### src/rtl/mips_pkg.sv
// Shared MIPS decode definitions: opcode/funct encodings, ALU operations and
// the packed ID/EX control payload.
package mips_pkg;

    localparam int unsigned WORD_SIZE_DEF = 32;
    localparam int unsigned LINK_REG_DEF  = 31;
    localparam int unsigned REG_IDX_W     = 5;
    localparam int unsigned NUM_REGS      = 32;
    localparam int unsigned INSN_W        = 32;

    localparam logic [5:0] OP_RTYPE = 6'h00;
    localparam logic [5:0] OP_J     = 6'h02;
    localparam logic [5:0] OP_JAL   = 6'h03;
    localparam logic [5:0] OP_BEQ   = 6'h04;
    localparam logic [5:0] OP_BNE   = 6'h05;
    localparam logic [5:0] OP_ADDIU = 6'h09;
    localparam logic [5:0] OP_SLTI  = 6'h0A;
    localparam logic [5:0] OP_SLTIU = 6'h0B;
    localparam logic [5:0] OP_ANDI  = 6'h0C;
    localparam logic [5:0] OP_ORI   = 6'h0D;
    localparam logic [5:0] OP_XORI  = 6'h0E;
    localparam logic [5:0] OP_LUI   = 6'h0F;
    localparam logic [5:0] OP_LW    = 6'h23;
    localparam logic [5:0] OP_SW    = 6'h2B;

    localparam logic [5:0] FN_SLL  = 6'h00;
    localparam logic [5:0] FN_SRL  = 6'h02;
    localparam logic [5:0] FN_SRA  = 6'h03;
    localparam logic [5:0] FN_JR   = 6'h08;
    localparam logic [5:0] FN_ADDU = 6'h21;
    localparam logic [5:0] FN_SUBU = 6'h23;
    localparam logic [5:0] FN_AND  = 6'h24;
    localparam logic [5:0] FN_OR   = 6'h25;
    localparam logic [5:0] FN_XOR  = 6'h26;
    localparam logic [5:0] FN_NOR  = 6'h27;
    localparam logic [5:0] FN_SLT  = 6'h2A;
    localparam logic [5:0] FN_SLTU = 6'h2B;

    typedef enum logic [3:0] {
        ALU_ADD  = 4'd0,
        ALU_SUB  = 4'd1,
        ALU_AND  = 4'd2,
        ALU_OR   = 4'd3,
        ALU_XOR  = 4'd4,
        ALU_NOR  = 4'd5,
        ALU_SLT  = 4'd6,
        ALU_SLTU = 4'd7,
        ALU_SLL  = 4'd8,
        ALU_SRL  = 4'd9,
        ALU_SRA  = 4'd10,
        ALU_LUI  = 4'd11
    } alu_op_e;

    typedef struct packed {
        logic [REG_IDX_W-1:0] dst;
        alu_op_e              alu_op;
        logic                 alu_src;
        logic                 mem_rd;
        logic                 mem_wr;
        logic                 reg_wr;
        logic                 mem_to_reg;
        logic                 link;
        logic                 illegal;
    } ctrl_t;

endpackage

### src/rtl/decode_if.sv
// IF/ID, writeback, redirect and ID/EX signal bundle around the decode stage.
interface decode_if import mips_pkg::*; #(
    parameter int unsigned WORD_SIZE = WORD_SIZE_DEF
);
    logic [WORD_SIZE-1:0] pc_if_id;
    logic [INSN_W-1:0]    ir_if_id;
    logic                 wb_en;
    logic [REG_IDX_W-1:0] wb_reg;
    logic [WORD_SIZE-1:0] wb_data;

    logic                 jump;
    logic [WORD_SIZE-1:0] addr;

    logic [WORD_SIZE-1:0] pc_id_ex;
    logic [WORD_SIZE-1:0] rs_id_ex;
    logic [WORD_SIZE-1:0] rt_id_ex;
    logic [WORD_SIZE-1:0] imm_id_ex;
    logic [REG_IDX_W-1:0] dst_id_ex;
    alu_op_e              alu_op_id_ex;
    logic                 alu_src_id_ex;
    logic                 mem_rd_id_ex;
    logic                 mem_wr_id_ex;
    logic                 reg_wr_id_ex;
    logic                 mem_to_reg_id_ex;
    logic                 link_id_ex;
    logic                 illegal;

    modport slave (
        input  pc_if_id, ir_if_id, wb_en, wb_reg, wb_data,
        output jump, addr,
        output pc_id_ex, rs_id_ex, rt_id_ex, imm_id_ex, dst_id_ex, alu_op_id_ex,
        output alu_src_id_ex, mem_rd_id_ex, mem_wr_id_ex, reg_wr_id_ex,
        output mem_to_reg_id_ex, link_id_ex, illegal
    );

    modport master (
        output pc_if_id, ir_if_id, wb_en, wb_reg, wb_data,
        input  jump, addr,
        input  pc_id_ex, rs_id_ex, rt_id_ex, imm_id_ex, dst_id_ex, alu_op_id_ex,
        input  alu_src_id_ex, mem_rd_id_ex, mem_wr_id_ex, reg_wr_id_ex,
        input  mem_to_reg_id_ex, link_id_ex, illegal
    );
endinterface

### src/rtl/regfile.sv
// 32-entry register file: two combinational reads with write bypass, one
// synchronous write, asynchronous clear; r0 is hardwired to zero.
module regfile import mips_pkg::*; #(
    parameter int unsigned WIDTH = WORD_SIZE_DEF
) (
    input  logic                 clk,
    input  logic                 rst_n,
    input  logic [REG_IDX_W-1:0] raddr_a,
    output logic [WIDTH-1:0]     rdata_a,
    input  logic [REG_IDX_W-1:0] raddr_b,
    output logic [WIDTH-1:0]     rdata_b,
    input  logic                 we,
    input  logic [REG_IDX_W-1:0] waddr,
    input  logic [WIDTH-1:0]     wdata
);
    logic [WIDTH-1:0] mem_q [NUM_REGS];
    logic [WIDTH-1:0] mem_d [NUM_REGS];
    logic             wr_ok;

    assign wr_ok = we && (waddr != '0);

    always_comb begin
        mem_d = mem_q;
        if (wr_ok) mem_d[waddr] = wdata;
    end

    always_ff @(posedge clk or negedge rst_n) begin
        if (!rst_n) mem_q <= '{default: '0};
        else        mem_q <= mem_d;
    end

    // Same-cycle writeback wins over the stored value
    always_comb begin
        rdata_a = mem_q[raddr_a];
        if (wr_ok && (waddr == raddr_a)) rdata_a = wdata;
        if (raddr_a == '0) rdata_a = '0;

        rdata_b = mem_q[raddr_b];
        if (wr_ok && (waddr == raddr_b)) rdata_b = wdata;
        if (raddr_b == '0) rdata_b = '0;
    end
endmodule

### src/rtl/decode.sv
// MIPS ID stage: register file read, control decode into ID/EX registers and
// combinational jump/branch redirect back to fetch.
module decode import mips_pkg::*; #(
    parameter int unsigned WORD_SIZE = WORD_SIZE_DEF,
    parameter int unsigned LINK_REG  = LINK_REG_DEF
) (
    input  logic     clk,
    input  logic     rst_n,
    decode_if.slave  bus
);
    logic [5:0]           opcode;
    logic [5:0]           funct;
    logic [REG_IDX_W-1:0] rs_idx, rt_idx, rd_idx;
    logic [4:0]           shamt;
    logic [15:0]          imm16;
    logic [WORD_SIZE-1:0] rs_val, rt_val;
    logic [WORD_SIZE-1:0] imm_sext, imm_zext, imm_lui, shamt_zext;
    logic [WORD_SIZE-1:0] pc_plus1, br_target, j_target;

    logic [WORD_SIZE-1:0] pc_d, pc_q, rs_d, rs_q, rt_d, rt_q, imm_d, imm_q;
    ctrl_t                ctrl_d, ctrl_q;
    logic                 illegal_c;
    logic                 jump_c;
    logic [WORD_SIZE-1:0] addr_c;

    assign opcode = bus.ir_if_id[31:26];
    assign rs_idx = bus.ir_if_id[25:21];
    assign rt_idx = bus.ir_if_id[20:16];
    assign rd_idx = bus.ir_if_id[15:11];
    assign shamt  = bus.ir_if_id[10:6];
    assign funct  = bus.ir_if_id[5:0];
    assign imm16  = bus.ir_if_id[15:0];

    assign imm_sext   = {{(WORD_SIZE-16){imm16[15]}}, imm16};
    assign imm_zext   = WORD_SIZE'(imm16);
    assign imm_lui    = WORD_SIZE'(imm16) << 16;
    assign shamt_zext = WORD_SIZE'(shamt);
    assign pc_plus1   = bus.pc_if_id + WORD_SIZE'(1);
    assign br_target  = bus.pc_if_id + imm_sext;
    assign j_target   = {bus.pc_if_id[WORD_SIZE-1:26], bus.ir_if_id[25:0]};

    regfile #(.WIDTH(WORD_SIZE)) u_regfile (
        .clk     (clk),
        .rst_n   (rst_n),
        .raddr_a (rs_idx),
        .rdata_a (rs_val),
        .raddr_b (rt_idx),
        .rdata_b (rt_val),
        .we      (bus.wb_en),
        .waddr   (bus.wb_reg),
        .wdata   (bus.wb_data)
    );

    always_comb begin
        ctrl_d    = '0;
        pc_d      = bus.pc_if_id;
        rs_d      = rs_val;
        rt_d      = rt_val;
        imm_d     = '0;
        illegal_c = 1'b0;
        jump_c    = 1'b0;
        addr_c    = '0;

        case (opcode)
            OP_RTYPE: begin
                ctrl_d.dst    = rd_idx;
                ctrl_d.reg_wr = (rd_idx != '0);
                case (funct)
                    FN_ADDU: ctrl_d.alu_op = ALU_ADD;
                    FN_SUBU: ctrl_d.alu_op = ALU_SUB;
                    FN_AND:  ctrl_d.alu_op = ALU_AND;
                    FN_OR:   ctrl_d.alu_op = ALU_OR;
                    FN_XOR:  ctrl_d.alu_op = ALU_XOR;
                    FN_NOR:  ctrl_d.alu_op = ALU_NOR;
                    FN_SLT:  ctrl_d.alu_op = ALU_SLT;
                    FN_SLTU: ctrl_d.alu_op = ALU_SLTU;
                    FN_SLL, FN_SRL, FN_SRA: begin
                        ctrl_d.alu_op  = (funct == FN_SLL) ? ALU_SLL :
                                         (funct == FN_SRL) ? ALU_SRL : ALU_SRA;
                        ctrl_d.alu_src = 1'b1;
                        imm_d          = shamt_zext;
                    end
                    FN_JR: begin
                        ctrl_d.dst    = '0;
                        ctrl_d.reg_wr = 1'b0;
                        jump_c        = 1'b1;
                        addr_c        = rs_val;
                    end
                    default: illegal_c = 1'b1;
                endcase
            end
            OP_ADDIU, OP_SLTI, OP_SLTIU, OP_ANDI, OP_ORI, OP_XORI, OP_LUI, OP_LW: begin
                ctrl_d.dst     = rt_idx;
                ctrl_d.reg_wr  = (rt_idx != '0);
                ctrl_d.alu_src = 1'b1;
                imm_d          = imm_sext;
                case (opcode)
                    OP_SLTI:  ctrl_d.alu_op = ALU_SLT;
                    OP_SLTIU: ctrl_d.alu_op = ALU_SLTU;
                    OP_ANDI:  begin ctrl_d.alu_op = ALU_AND; imm_d = imm_zext; end
                    OP_ORI:   begin ctrl_d.alu_op = ALU_OR;  imm_d = imm_zext; end
                    OP_XORI:  begin ctrl_d.alu_op = ALU_XOR; imm_d = imm_zext; end
                    OP_LUI:   begin ctrl_d.alu_op = ALU_LUI; imm_d = imm_lui;  end
                    OP_LW: begin
                        ctrl_d.mem_rd     = 1'b1;
                        ctrl_d.mem_to_reg = 1'b1;
                    end
                    default:  ctrl_d.alu_op = ALU_ADD;
                endcase
            end
            OP_SW: begin
                ctrl_d.alu_src = 1'b1;
                ctrl_d.mem_wr  = 1'b1;
                imm_d          = imm_sext;
            end
            OP_BEQ, OP_BNE: begin
                ctrl_d.alu_op = ALU_SUB;
                imm_d         = imm_sext;
                jump_c        = (opcode == OP_BEQ) ? (rs_val == rt_val) : (rs_val != rt_val);
                addr_c        = jump_c ? br_target : '0;
            end
            OP_J: begin
                jump_c = 1'b1;
                addr_c = j_target;
            end
            // Link value rides on the rs operand so EX computes rs + 0
            OP_JAL: begin
                ctrl_d.dst     = REG_IDX_W'(LINK_REG);
                ctrl_d.reg_wr  = 1'b1;
                ctrl_d.link    = 1'b1;
                ctrl_d.alu_src = 1'b1;
                rs_d           = pc_plus1;
                jump_c         = 1'b1;
                addr_c         = j_target;
            end
            default: illegal_c = 1'b1;
        endcase

        if (illegal_c) begin
            ctrl_d         = '0;
            ctrl_d.illegal = 1'b1;
            imm_d          = '0;
            jump_c         = 1'b0;
            addr_c         = '0;
        end
    end

    always_ff @(posedge clk or negedge rst_n) begin
        if (!rst_n) begin
            pc_q   <= '0;
            rs_q   <= '0;
            rt_q   <= '0;
            imm_q  <= '0;
            ctrl_q <= '0;
        end else begin
            pc_q   <= pc_d;
            rs_q   <= rs_d;
            rt_q   <= rt_d;
            imm_q  <= imm_d;
            ctrl_q <= ctrl_d;
        end
    end

    assign bus.jump             = jump_c & rst_n;
    assign bus.addr             = rst_n ? addr_c : '0;
    assign bus.pc_id_ex         = pc_q;
    assign bus.rs_id_ex         = rs_q;
    assign bus.rt_id_ex         = rt_q;
    assign bus.imm_id_ex        = imm_q;
    assign bus.dst_id_ex        = ctrl_q.dst;
    assign bus.alu_op_id_ex     = ctrl_q.alu_op;
    assign bus.alu_src_id_ex    = ctrl_q.alu_src;
    assign bus.mem_rd_id_ex     = ctrl_q.mem_rd;
    assign bus.mem_wr_id_ex     = ctrl_q.mem_wr;
    assign bus.reg_wr_id_ex     = ctrl_q.reg_wr;
    assign bus.mem_to_reg_id_ex = ctrl_q.mem_to_reg;
    assign bus.link_id_ex       = ctrl_q.link;
    assign bus.illegal          = ctrl_q.illegal;
endmodule

### src/flat_wrapper.sv
// flat-port wrapper written by rule: the top's interface ports become plain ports
module decode_flat import mips_pkg::*;
#(
    parameter int unsigned WORD_SIZE = WORD_SIZE_DEF,
    parameter int unsigned LINK_REG  = LINK_REG_DEF
)
  (clk, rst_n, bus_pc_if_id, bus_ir_if_id, bus_wb_en, bus_wb_reg, bus_wb_data, bus_jump, bus_addr, bus_pc_id_ex, bus_rs_id_ex, bus_rt_id_ex, bus_imm_id_ex, bus_dst_id_ex, bus_alu_op_id_ex, bus_alu_src_id_ex, bus_mem_rd_id_ex, bus_mem_wr_id_ex, bus_reg_wr_id_ex, bus_mem_to_reg_id_ex, bus_link_id_ex, bus_illegal);
  decode_if #(.WORD_SIZE(WORD_SIZE)) bus_i ();
  input  logic clk;
  input  logic rst_n;
  input wire logic [$bits(bus_i.pc_if_id)-1:0] bus_pc_if_id;
  input wire logic [$bits(bus_i.ir_if_id)-1:0] bus_ir_if_id;
  input wire logic [$bits(bus_i.wb_en)-1:0] bus_wb_en;
  input wire logic [$bits(bus_i.wb_reg)-1:0] bus_wb_reg;
  input wire logic [$bits(bus_i.wb_data)-1:0] bus_wb_data;
  output wire logic [$bits(bus_i.jump)-1:0] bus_jump;
  output wire logic [$bits(bus_i.addr)-1:0] bus_addr;
  output wire logic [$bits(bus_i.pc_id_ex)-1:0] bus_pc_id_ex;
  output wire logic [$bits(bus_i.rs_id_ex)-1:0] bus_rs_id_ex;
  output wire logic [$bits(bus_i.rt_id_ex)-1:0] bus_rt_id_ex;
  output wire logic [$bits(bus_i.imm_id_ex)-1:0] bus_imm_id_ex;
  output wire logic [$bits(bus_i.dst_id_ex)-1:0] bus_dst_id_ex;
  output wire logic [$bits(bus_i.alu_op_id_ex)-1:0] bus_alu_op_id_ex;
  output wire logic [$bits(bus_i.alu_src_id_ex)-1:0] bus_alu_src_id_ex;
  output wire logic [$bits(bus_i.mem_rd_id_ex)-1:0] bus_mem_rd_id_ex;
  output wire logic [$bits(bus_i.mem_wr_id_ex)-1:0] bus_mem_wr_id_ex;
  output wire logic [$bits(bus_i.reg_wr_id_ex)-1:0] bus_reg_wr_id_ex;
  output wire logic [$bits(bus_i.mem_to_reg_id_ex)-1:0] bus_mem_to_reg_id_ex;
  output wire logic [$bits(bus_i.link_id_ex)-1:0] bus_link_id_ex;
  output wire logic [$bits(bus_i.illegal)-1:0] bus_illegal;
  assign bus_i.pc_if_id = bus_pc_if_id;
  assign bus_i.ir_if_id = bus_ir_if_id;
  assign bus_i.wb_en = bus_wb_en;
  assign bus_i.wb_reg = bus_wb_reg;
  assign bus_i.wb_data = bus_wb_data;
  assign bus_jump = bus_i.jump;
  assign bus_addr = bus_i.addr;
  assign bus_pc_id_ex = bus_i.pc_id_ex;
  assign bus_rs_id_ex = bus_i.rs_id_ex;
  assign bus_rt_id_ex = bus_i.rt_id_ex;
  assign bus_imm_id_ex = bus_i.imm_id_ex;
  assign bus_dst_id_ex = bus_i.dst_id_ex;
  assign bus_alu_op_id_ex = bus_i.alu_op_id_ex;
  assign bus_alu_src_id_ex = bus_i.alu_src_id_ex;
  assign bus_mem_rd_id_ex = bus_i.mem_rd_id_ex;
  assign bus_mem_wr_id_ex = bus_i.mem_wr_id_ex;
  assign bus_reg_wr_id_ex = bus_i.reg_wr_id_ex;
  assign bus_mem_to_reg_id_ex = bus_i.mem_to_reg_id_ex;
  assign bus_link_id_ex = bus_i.link_id_ex;
  assign bus_illegal = bus_i.illegal;
  decode #(.WORD_SIZE(WORD_SIZE), .LINK_REG(LINK_REG)) u_core (.clk(clk), .rst_n(rst_n), .bus(bus_i));
endmodule
### config.mk
export PLATFORM = sky130hd
export DESIGN_NAME = decode_flat
export DESIGN_NICKNAME = d
export VERILOG_FILES = /design/src/rtl/mips_pkg.sv /design/src/rtl/decode_if.sv /design/src/rtl/regfile.sv /design/src/rtl/decode.sv /design/src/flat_wrapper.sv
export SDC_FILE = /design/constraint.sdc
export NUM_CORES = 2
export LEC_CHECK = 0
export ABC_AREA = 1
export ABC_CLOCK_PERIOD_IN_PS = 5900
export CORE_MARGIN = 5
export CORE_UTILIZATION = 35
export CTS_CLUSTER_SIZE = 24
export DETAILED_ROUTE_END_ITERATION = 12
export PLACE_DENSITY = 0.56
export REMOVE_ABC_BUFFERS = 1
export SETUP_SLACK_MARGIN = 0.05
export SLEW_MARGIN = 20
export SYNTH_ARGS = -nofsm -noshare
export SYNTH_HDL_FRONTEND = slang
export SYNTH_SLANG_ARGS = --single-unit
### constraint.sdc
create_clock -name clk -period 5.9 [get_ports clk]
set_input_delay 1.77 -clock clk [delete_from_list [all_inputs] [get_ports clk]]
set_output_delay 1.77 -clock clk [all_outputs]
set_load 0.05 [all_outputs]
## Word level (Yosys, flattened, before mapping)

Index checks and enable logic that the tools add are counted.

- Word-level logic and storage cells: 148
- Register bits after elaboration: 1168

- Bitwise operators: 4
- Mux-type cells: 45
- $lt $le $gt $ge: 4
- Reductions and logical operators: 20
- Add/sub/neg operators: 2
- Equal/unequal tests: 28

Operators by type and width:

| cell | count |
|---|---|
| bitwise mux 1024 bit | 1 |
| 2-to-1 mux 32 bit | 15 |
| binary-select mux 32 bit (select 5 bit) | 2 |
| one-hot mux 32 bit (3 select lines) | 2 |
| demux 32 bit (select 5 bit) | 1 |
| one-hot mux 32 bit (2 select lines) | 1 |
| == test 6 bit (second input constant) | 10 |
| == test 6 x 4 -> 1 bit (second input constant) | 8 |
| adder 32 x 1 -> 32 bit (second input constant) | 1 |
| adder 32 bit | 1 |
| == test 32 bit | 1 |
| inequality test 32 bit | 1 |
| one-hot mux 4 bit (8 select lines) | 1 |
| == test 6 x 2 -> 1 bit (second input constant) | 4 |
| one-hot mux 4 bit (6 select lines) | 1 |
| greater-or-equal comparator 6 bit (second input constant) | 3 |
| inverter 5 -> 6 bit | 3 |
| 2-to-1 mux 16 bit | 1 |
| one-hot mux 5 bit (3 select lines) | 1 |
| nonzero test 5 bit | 3 |
| OR reduction 13 bit | 1 |
| == test 6 x 3 -> 1 bit (second input constant) | 2 |
| logical NOT 6 bit | 2 |
| one-hot mux 4 bit (3 select lines) | 1 |
| other kinds (16) | 36 |

## Depth between registers and ports, before layout

- Depth after elaboration: 12
- Gate-level depth with buffers: 27
- Mapped depth without buffers: 23

## Modules after synthesis

A second synthesis with hierarchy kept.

- Cell total of the unflattened synthesis: 10208
- Area total of the unflattened synthesis: 68881.1 um2

By module, submodules not included:

| module | area each (um2) | cells an instance | instances |
|---|---|---|---|
| regfile | 59462.0 | 8861 | 1 |
| decode | 9419.0 | 1347 | 1 |

## Least setup slack after synthesis

Ideal clock, no wire load.

- Path type: in2out
- From: input bus_wb_reg[4]
- To: output bus_addr[0]
- Path buffers: 2
- Stages: 19
- Data arrival time: 4.335 ns
- Slack: -0.205 ns
- Cells stage by stage: buf_2 > inv_2 > nand2_1 > nand4_2 > nor2_2 > nand2_2 > buf_2 > o21ai_1 > o21bai_1 > nand2_1 > nand2_1 > nand2_1 > nor2_1 > nand2_1 > nor2_2 > nand3_2 > nand2_4 > nand2_1 > a21oi_1

- Cells in the longest elaborated chain, start to end: 11
- Elaborated cells between the ends (all ways): 18
- Those cells by class: 4 x eq/ne; 10 x mux; 4 x reduce/logical

RTL lines:

| what | RTL line | source |
|---|---|---|
| from (decl) | flat_wrapper.sv:14 | `input wire logic [$bits(bus_i.wb_reg)-1:0] bus_wb_reg;` |
| nonzero test 5 bit | regfile.sv:20 | `assign wr_ok = we && (waddr != '0);` |
| logical AND 1 bit | regfile.sv:20 |  |
| logical AND 1 bit (on tied branches) | regfile.sv:35, regfile.sv:39 |  |
| 2-to-1 mux 32 bit (on tied branches) | regfile.sv:35, regfile.sv:39 |  |
| 2-to-1 mux 32 bit (on tied branches) | regfile.sv:36, regfile.sv:40 |  |
| inequality test 32 bit / == test 32 bit (equally long branches) | decode.sv:119 | `jump_c = (opcode == OP_BEQ) ? (rs_val == rt_val) : (rs_val != rt_val);` |
| 2-to-1 mux 1 bit | decode.sv:119 |  |
| 2-to-1 mux 32 bit | decode.sv:120 | `addr_c = jump_c ? br_target : '0;` |
| one-hot mux 32 bit (3 select lines) (*) | decode.sv:64 | `case (opcode)` |
| 2-to-1 mux 32 bit (*) | decode.sv:139 | `if (illegal_c) begin` |
| 2-to-1 mux 32 bit (*) | decode.sv:165 | `assign bus.addr = rst_n ? addr_c : '0;` |
| to (decl) | flat_wrapper.sv:17 | `output wire logic [$bits(bus_i.addr)-1:0] bus_addr;` |

Every way passes the cells marked *; elsewhere a longest branch is shown, timed or not.

## Worst setup path after layout

- From: input bus_ir_if_id[17]
- To: register u_core.rt_q[16] (netlist: u_core.bus.rt_id_ex[16])

- Cells in the longest elaborated chain, start to end: 6
- Elaborated cells between the ends (all ways): 9
- Those cells by class: 1 x eq/ne; 5 x mux; 1 x bitwise; 2 x reduce/logical

RTL lines:

| what | RTL line | source |
|---|---|---|
| from (decl) | flat_wrapper.sv:12 | `input wire logic [$bits(bus_i.ir_if_id)-1:0] bus_ir_if_id;` |
| inverter 5 -> 6 bit (not written as such) | regfile.sv:38 | `rdata_b = mem_q[raddr_b];` |
| binary-select mux 32 bit (select 5 bit) | regfile.sv:38 |  |
| 2-to-1 mux 32 bit (not written as such) (2 in series) | regfile.sv:38 |  |
| 2-to-1 mux 32 bit | regfile.sv:39 | `if (wr_ok && (waddr == raddr_b)) rdata_b = wdata;` |
| 2-to-1 mux 32 bit (*) | regfile.sv:40 | `if (raddr_b == '0) rdata_b = '0;` |
| net u_core.rt_d[16] | decode.sv:20 | `logic [WORD_SIZE-1:0] pc_d, pc_q, rs_d, rs_q, rt_d, rt_q, imm_d, imm_q;` |
| to (signal assigned) | decode.sv:158 | `rt_q <= rt_d;` |
| to (decl) | decode.sv:20 |  |

Mark *: on every way through the listed nets, which the timed path passes. The rest lies on a longest branch. The select of a mux whose other input is x is not followed.
A chain may end at the register's enable or synchronous reset.

==> impl_metrics.toml <==
[status]
status = "finished with violations"
violations = "negative setup slack"

[worst_setup_path]
worstSetupStartpointType = "input pin"
timing.critical_path.fanout_max = 16
timing.critical_path.mode_cell = "sky130_fd_sc_hd__buf_4"
category_of_the_critical_setup_timing_path = "in2reg"
worst_ep_required_time_ns = 6.60
timing.critical_path.to_type = "flip-flop"
worst_path_max_delay_cell = "sky130_fd_sc_hd__buf_4"
crit_path_max_incr_delay_ns = 0.24
critical_path_arrival_ns = 7.68

[layout]
layout.nets = 10290
area_growth_pct = 28.04
finalCoreUtilization = 0.4493
leading_cell_type_in_the_layout_fill_and_taps_excluded = "sky130_fd_sc_hd__nand2_1"
mostFrequentLayoutCells = "sky130_fd_sc_hd__nand2_1, sky130_fd_sc_hd__o21ai_0, sky130_fd_sc_hd__dfrtp_1"
proportion_of_layout_cells_with_a_drive_suffix_above_1 = 0.1514

[power]
internal_power_mw = 17.18
pwr-share-clk = 0.351
power_leakage_nw = 41.43
sw_frac_of_total = 0.3392
p_seq_frac = 0.395
combPwrFrac = 0.253
cellPowerDensity_nw_per_um2 = 301.4
switchingPower_mw = 8.818
peakVddDrop_mv = 0.3385

[drt]
postRouteAntennaNets = 0
drt_pass1_iterations = 8
vias = 71870
dr.first_iter.drc_count = 9181
remaining_drc_errors = 0
total_length_of_routed_wires_mm = 329.7
via_per_inst = 5.618
wl_per_cell_um = 25.77

[synthesis]
netlist.top_cell.by_area = "sky130_fd_sc_hd__dfrtp_1"
synth.distinct_cells = 52
synth_sequential_area_ratio = 0.4335
yosys_most_used_dff = "sky130_fd_sc_hd__dfrtp_1"
synth.mux.area_fraction = 0
number_of_flops_mapped_to_enable_cells_by_yosys = 0
ys_warn_count = 0
synth-adder-area-share = 0.006240
mean_post_synth_cell_area_um2 = 7.114
synth_compound_area_frac = 0.1747
number_of_synthesized_register_bits = 1167
mappedNetlistArea_um2 = 67370
yosys.area_share.simple = 0.2778
synthXorXnorAreaFrac = 0.006370
post_synth_main_area_contributors = "sky130_fd_sc_hd__dfrtp_1, sky130_fd_sc_hd__nand2_1, sky130_fd_sc_hd__o21ai_0"
syn-instance-count = 9470
async_sr_flop_fraction = 1.000
post-synth-top-area-fraction = 0.4335
synth_top_family_by_area = "simple AND/OR/NAND/NOR gates"

[sta]
timing_max_transition_violations_final = 0
final.period_utilization = 1.182
finalHoldViolations = 0
worst_relative_slew_slack = 0.1806
layout_setup_ws_ns = -1.074
report.final.setup_viol = 34
period_minus_slack_ns = 6.974
final.setup_skew_ns = 0.03773
worst-slew-pin-transition_ns = 1.229
total_negative_slack_ns = -29.02
fmax_ghz = 0.1434
rsz0062_at_grt = "yes"

[cts]
tritoncts_num_sinks = 1167
tritoncts.num_buffers = 139
tritoncts_clock_tree = "yes"
cts_hold_buf = 0
worst_setup_hold_path_clk_slew_ns = 0.06
clk-insertion-delay-late_ns = 0.84
cts.root.buffer_cell = "sky130_fd_sc_hd__clkbuf_16"
cts-htree-levels = 4
cts-root-to-sink-buffers = 3

[floorplan]
placementRows = 161
die_h_um = 448.7
start_util = 0.3509
io-pin-count = 281
core_um2 = 192000
dieArea_um2 = 201400
die_x_um = 448.7

[placed_design]
detailedPlacementHpwl_mm = 219.9
io_buffers = 280
routabilityCongestion = 0.9898

[worst_hold_path]
hp-class = "reg2reg"

[global_route]
largest_net_degree_at_the_start_of_global_routing = 122
gr-usage-all-layers = 0.3153
grt_antenna_before_repair = 21
grt_remaining_overflow = 0
wire_length_of_the_first_global_routing_pass_mm = 472.9
number_of_global_route_vias_before_repair = 67830

[job]
max-cap-violations = 0
logic make-up after synthesis:
kind of cell    count (synthesis)
simple gates                 4517
compound gates               2085
buf+inv                      1619
flops                        1167
xor+xnor                       49
fa+ha+maj                      33
per-layer routing:
metal  share of wire  global-route usage
met5         0.00045                   0
met4           0.099              0.2579
met3           0.095             0.07100
met2            0.43              0.4794
met1            0.38              0.3830
metrics by stage:
stage / hold WS, ns / power [mW] / cells / setup slack [ns] / area [µm²]
global placement: 0.3654 / 16.49 / 12450 / -1.571 / 79470
finish: 0.3741 / 26.00 / 12790 / -1.074 / 86260
global route: 0.3826 / 27.19 / 12790 / -1.016 / 86250
floorplan: 0.3537 / 13.55 / 8704 / -2.428 / 63740
detailed placement: 0.3656 / 16.61 / 12450 / -1.615 / 79470
CTS: 0.3797 / 25.88 / 12760 / -0.7839 / 85510
power groups by stage:
stage | clock network (mW) | logic, mW | registers (mW)
after floorplan | 0 | 3.08 | 10.5
after global placement | 0 | 6.16 | 10.3
after detailed placement | 0 | 6.25 | 10.4
after CTS | 9.22 | 6.42 | 10.2
after global routing | 9.53 | 7.23 | 10.4
final | 9.13 | 6.59 | 10.3
layout make-up:
| type | instances | area [µm²] |
|---|---|---|
| Sequential cell | 1167 | 29200 |
| Multi-Input combinational cell | 6684 | 32300 |
| Antenna cell | 7 | 17.52 |
| Clock buffer | 196 | 3996 |
| Tap cell | 2526 | 3161 |
| Fill cell | 19130 | 105700 |
| Timing Repair Buffer | 1306 | 13520 |
| Timing Repair inverter | 2 | 25.02 |
| Clock inverter | 53 | 745.7 |
| Inverter | 853 | 3288 |
path summary, 6_finish.rpt:
path / slack (ns) / from / end / depth (start not counted)
worst max-delay path: -1.07 / bus_ir_if_id[17] / u_core.bus.rt_id_ex[16] / 43
worst min-delay path: 0.37 / u_core.u_regfile.mem_q[1023] / u_core.u_regfile.mem_q[1023] / 0
worst max register to register: 0.13 / u_core.u_regfile.mem_q[48] / u_core.bus.rt_id_ex[16] / 43
worst min register to register: 0.37 / u_core.u_regfile.mem_q[1023] / u_core.u_regfile.mem_q[1023] / 0
max in group asynchronous: 2.13 / rst_n / u_core.u_regfile.mem_q[209] / 4
min in group asynchronous: 0.77 / rst_n / u_core.u_regfile.mem_q[703] / 1
Yosys cell counts (3+ instances only):
| master | n |
|---|---|
| sky130_fd_sc_hd__o21ai_0 | 1210 |
| sky130_fd_sc_hd__a21oi_1 | 252 |
| sky130_fd_sc_hd__nand4_1 | 16 |
| sky130_fd_sc_hd__o21ai_1 | 97 |
| sky130_fd_sc_hd__a31oi_1 | 6 |
| sky130_fd_sc_hd__buf_6 | 31 |
| sky130_fd_sc_hd__nand3_1 | 1101 |
| sky130_fd_sc_hd__or2_1 | 12 |
| sky130_fd_sc_hd__xor2_1 | 29 |
| sky130_fd_sc_hd__o21bai_2 | 6 |
| sky130_fd_sc_hd__o211ai_1 | 395 |
| sky130_fd_sc_hd__nor2_2 | 5 |
| sky130_fd_sc_hd__a21boi_0 | 5 |
| sky130_fd_sc_hd__nand2_2 | 30 |
| sky130_fd_sc_hd__buf_4 | 44 |
| sky130_fd_sc_hd__inv_1 | 836 |
| sky130_fd_sc_hd__nor2_1 | 387 |
| sky130_fd_sc_hd__o21bai_1 | 24 |
| sky130_fd_sc_hd__clkinv_1 | 3 |
| sky130_fd_sc_hd__clkbuf_1 | 364 |
| sky130_fd_sc_hd__a21o_1 | 3 |
| sky130_fd_sc_hd__or2_0 | 10 |
| sky130_fd_sc_hd__inv_2 | 14 |
| sky130_fd_sc_hd__buf_1 | 37 |
| sky130_fd_sc_hd__or2_2 | 23 |
| sky130_fd_sc_hd__ha_1 | 32 |
| sky130_fd_sc_hd__nand4_2 | 3 |
| sky130_fd_sc_hd__a21oi_2 | 30 |
| sky130_fd_sc_hd__dfrtp_1 | 1167 |
| sky130_fd_sc_hd__nor4_1 | 5 |
| sky130_fd_sc_hd__o22ai_1 | 42 |
| sky130_fd_sc_hd__nor3_1 | 28 |
| sky130_fd_sc_hd__nand2_1 | 2886 |
| sky130_fd_sc_hd__xnor2_1 | 20 |
| sky130_fd_sc_hd__a221oi_1 | 7 |
| sky130_fd_sc_hd__buf_2 | 290 |
worst max-delay path, delay by kind of cell:
family                 cells  cell delay [ns]
and+or+nand+nor            2             0.31
buffers and inverters     40             5.37
AOI/OAI and AO/OA          1             0.14
registers in the layout, indices dropped and copies added (netlist names):
register,cells
u_core.bus.alu_op_id_ex,4
u_core.bus.illegal,1
u_core.bus.rs_id_ex,32
u_core.bus.link_id_ex,1
u_core.bus.alu_src_id_ex,1
u_core.bus.dst_id_ex,5
u_core.bus.mem_rd_id_ex,1
u_core.bus.rt_id_ex,32
u_core.bus.mem_wr_id_ex,1
u_core.bus.reg_wr_id_ex,1
u_core.bus.imm_id_ex,32
u_core.bus.pc_id_ex,32
u_core.u_regfile.mem_q,1024
timing repair:
action	in CTS	in global routing
gates resized for setup	168	75
buffers inserted	54	22
setup endpoints to repair	33	34
gates cloned	9	10
pin swaps	42	29
Note: power is estimated with default switching activity, not from simulation.
==> patch, RTL diff (config.mk and constraints unchanged) <==
Set the package constant `NUM_REGS` to 64 (it was 32).
--- a/src/rtl/mips_pkg.sv
+++ b/src/rtl/mips_pkg.sv
@@ -5,7 +5,7 @@
     localparam int unsigned WORD_SIZE_DEF = 32;
     localparam int unsigned LINK_REG_DEF  = 31;
     localparam int unsigned REG_IDX_W     = 5;
-    localparam int unsigned NUM_REGS      = 32;
+    localparam int unsigned NUM_REGS      = 64;
     localparam int unsigned INSN_W        = 32;
 
     localparam logic [5:0] OP_RTYPE = 6'h00;
Function: not settled (the Yosys comparison gave no result); the edit may change what the design does.
==> patch against the unedited design <==
- the run still ends with negative setup slack left
- clock power is 2% lower
- die area fell by 0.28%
- final cell count grew 1.0%
- setup slack improved by 0.30 ns
- sequential cell count unchanged
- core utilization grew 1.1 points
- routed wire length hardly changed
- synthesized area decreased by 0.29%
- maximum frequency increased by 4.5%
- power is essentially flat
- final area grew 1.6%
- critical endpoint is now bus_addr[21]
- largest power group unchanged
==> patch: results (changes against the unedited design) <==
- Multi-input combinational area share: 37.9% (was 37.4%)
- Post-synthesis sequential area ratio: 43.5% (was 43.3%)
- Post-Route WL: 330,000 microns (about the same)
- DP HPWL: 219,000 microns (was 220,000 microns)
- Worst setup margin: -0.772 ns (was -1.07 ns)
- Non-clock buffers: 1,303 (was 1,306)
- Antenna diode count: 9 (was 7)
- Die Area: 201,000 sq um (about the same)
- Slew HR: 20.1% (was 18.1%)
- Num CTS Buffers: 140 (was 139)
- Multi-input gate count: 6,903 (was 6,684)
- Area of placed instances: 79,800 sq um (was 79,500 sq um)
- First-pass GRT wire length: 470,000 microns (was 473,000 microns)
- Seq_cells: 1,167 (unchanged)
- Pin count of the biggest net entering global routing: 125 (was 122)
- Placed cells: 12,600 (was 12,400)
- R2r startpoint: u_core.u_regfile.mem_q[1105] (was u_core.u_regfile.mem_q[48])
- Main area contributors after synthesis: dfrtp_1, nand2_1, o21ai_0 (unchanged)
- Reg2Reg Setup Slack: 3.65 ns (was 0.13 ns)
- Sw Ratio: 34.2% (was 33.9%)
- Synth unique cells: 49 (was 52)
- Crit-path max FO: 19 (was 16)
- Top cells by count, synth: nand2_1, o21ai_0, dfrtp_1, nand3_1, inv_1 (unchanged)
- Fillcell total: 18,900 (was 19,100)
- Hold Worst Slack: 0.375 ns (was 0.374 ns)
- P_leak: 41.9 nW (was 41.4 nW)
- Finish-stage setup viols: 33 (was 34)
- Drt first-iter violations: 9,135 (was 9,181)
- Status: finished, violations left (unchanged)
- P_comb: 6.69 mW (was 6.59 mW)
- Initial antenna violation count: 17 (was 21)
- XOR/XNOR share of the synthesized area: 0.691% (was 0.637%)
- Violations in the final reports: negative setup slack (unchanged)
- Via count: 72,500 (was 71,900)
- Clk_buf instances: 203 (was 196)
- Endpoint, Worst Hold: u_core.u_regfile.mem_q[2035] (was u_core.u_regfile.mem_q[1023])
-- patch: worst max-delay path: stages --
cell,delay [ns]
bufbuf_16,0.29
buf_16,0.17
buf_12,0.16
buf_4,0.14
o211ai_1,0.16
nand2_1,0.09
a21oi_1,0.17
nand2_1,0.16
nand2_2,0.17
buf_4,0.12
nand2_1,0.04
nand2_1,0.07
nand2_2,0.05
nand2_2,0.07
nand2_2,0.05
nor2_1,0.09
nand2_1,0.07
nor2_2,0.13
nand3_2,0.10
nand2_4,0.13
buf_12,0.16
buf_4,0.12
nand2_2,0.05
a21oi_4,0.16
buf_12,0.16
-- patch: metrics by stage --
step	TNS, ns	setup slack, ns	total power [mW]	utilization, %
final	-23.10	-0.772	26.0	46.0
after global routing	-26.59	-0.867	27.1	46.0
after CTS	-21.24	-0.719	25.8	45.4
after detailed placement	-37.24	-1.29	16.6	41.9
after global placement	-38.22	-1.33	16.5	41.9
after floorplan	-170.53	-4.22	13.5	-
-- patch: how the worst max path moves through the flow --
stage	startpoint	to	slack, ns
final	bus_ir_if_id[16]	bus_addr[21]	-0.77
after global routing	bus_ir_if_id[21]	bus_addr[21]	-0.87
after CTS	bus_ir_if_id[21]	bus_addr[24]	-0.72
after detailed placement	bus_ir_if_id[25]	bus_addr[24]	-1.29
after global placement	bus_ir_if_id[25]	bus_addr[24]	-1.33
after floorplan	bus_ir_if_id[17]	bus_addr[10]	-4.22
-- patch: metal layers --
layer | track usage (%) | part of all wire, % | vias to the layer above
li1 | - | - | 32600
met1 | 39.8 | 38 | 34700
met4 | 24.9 | 9.5 | 6
met3 | 7.10 | 9.9 | 1021
met2 | 47.4 | 42 | 4154
met5 | 0 | 0.015 | -
-- patch: repair_timing --
action,CTS,global route
pin swaps,81,128
setup buffers,32,16
gates cloned,25,15
endpoints found under the setup margin,33,33
gates resized for setup,283,215
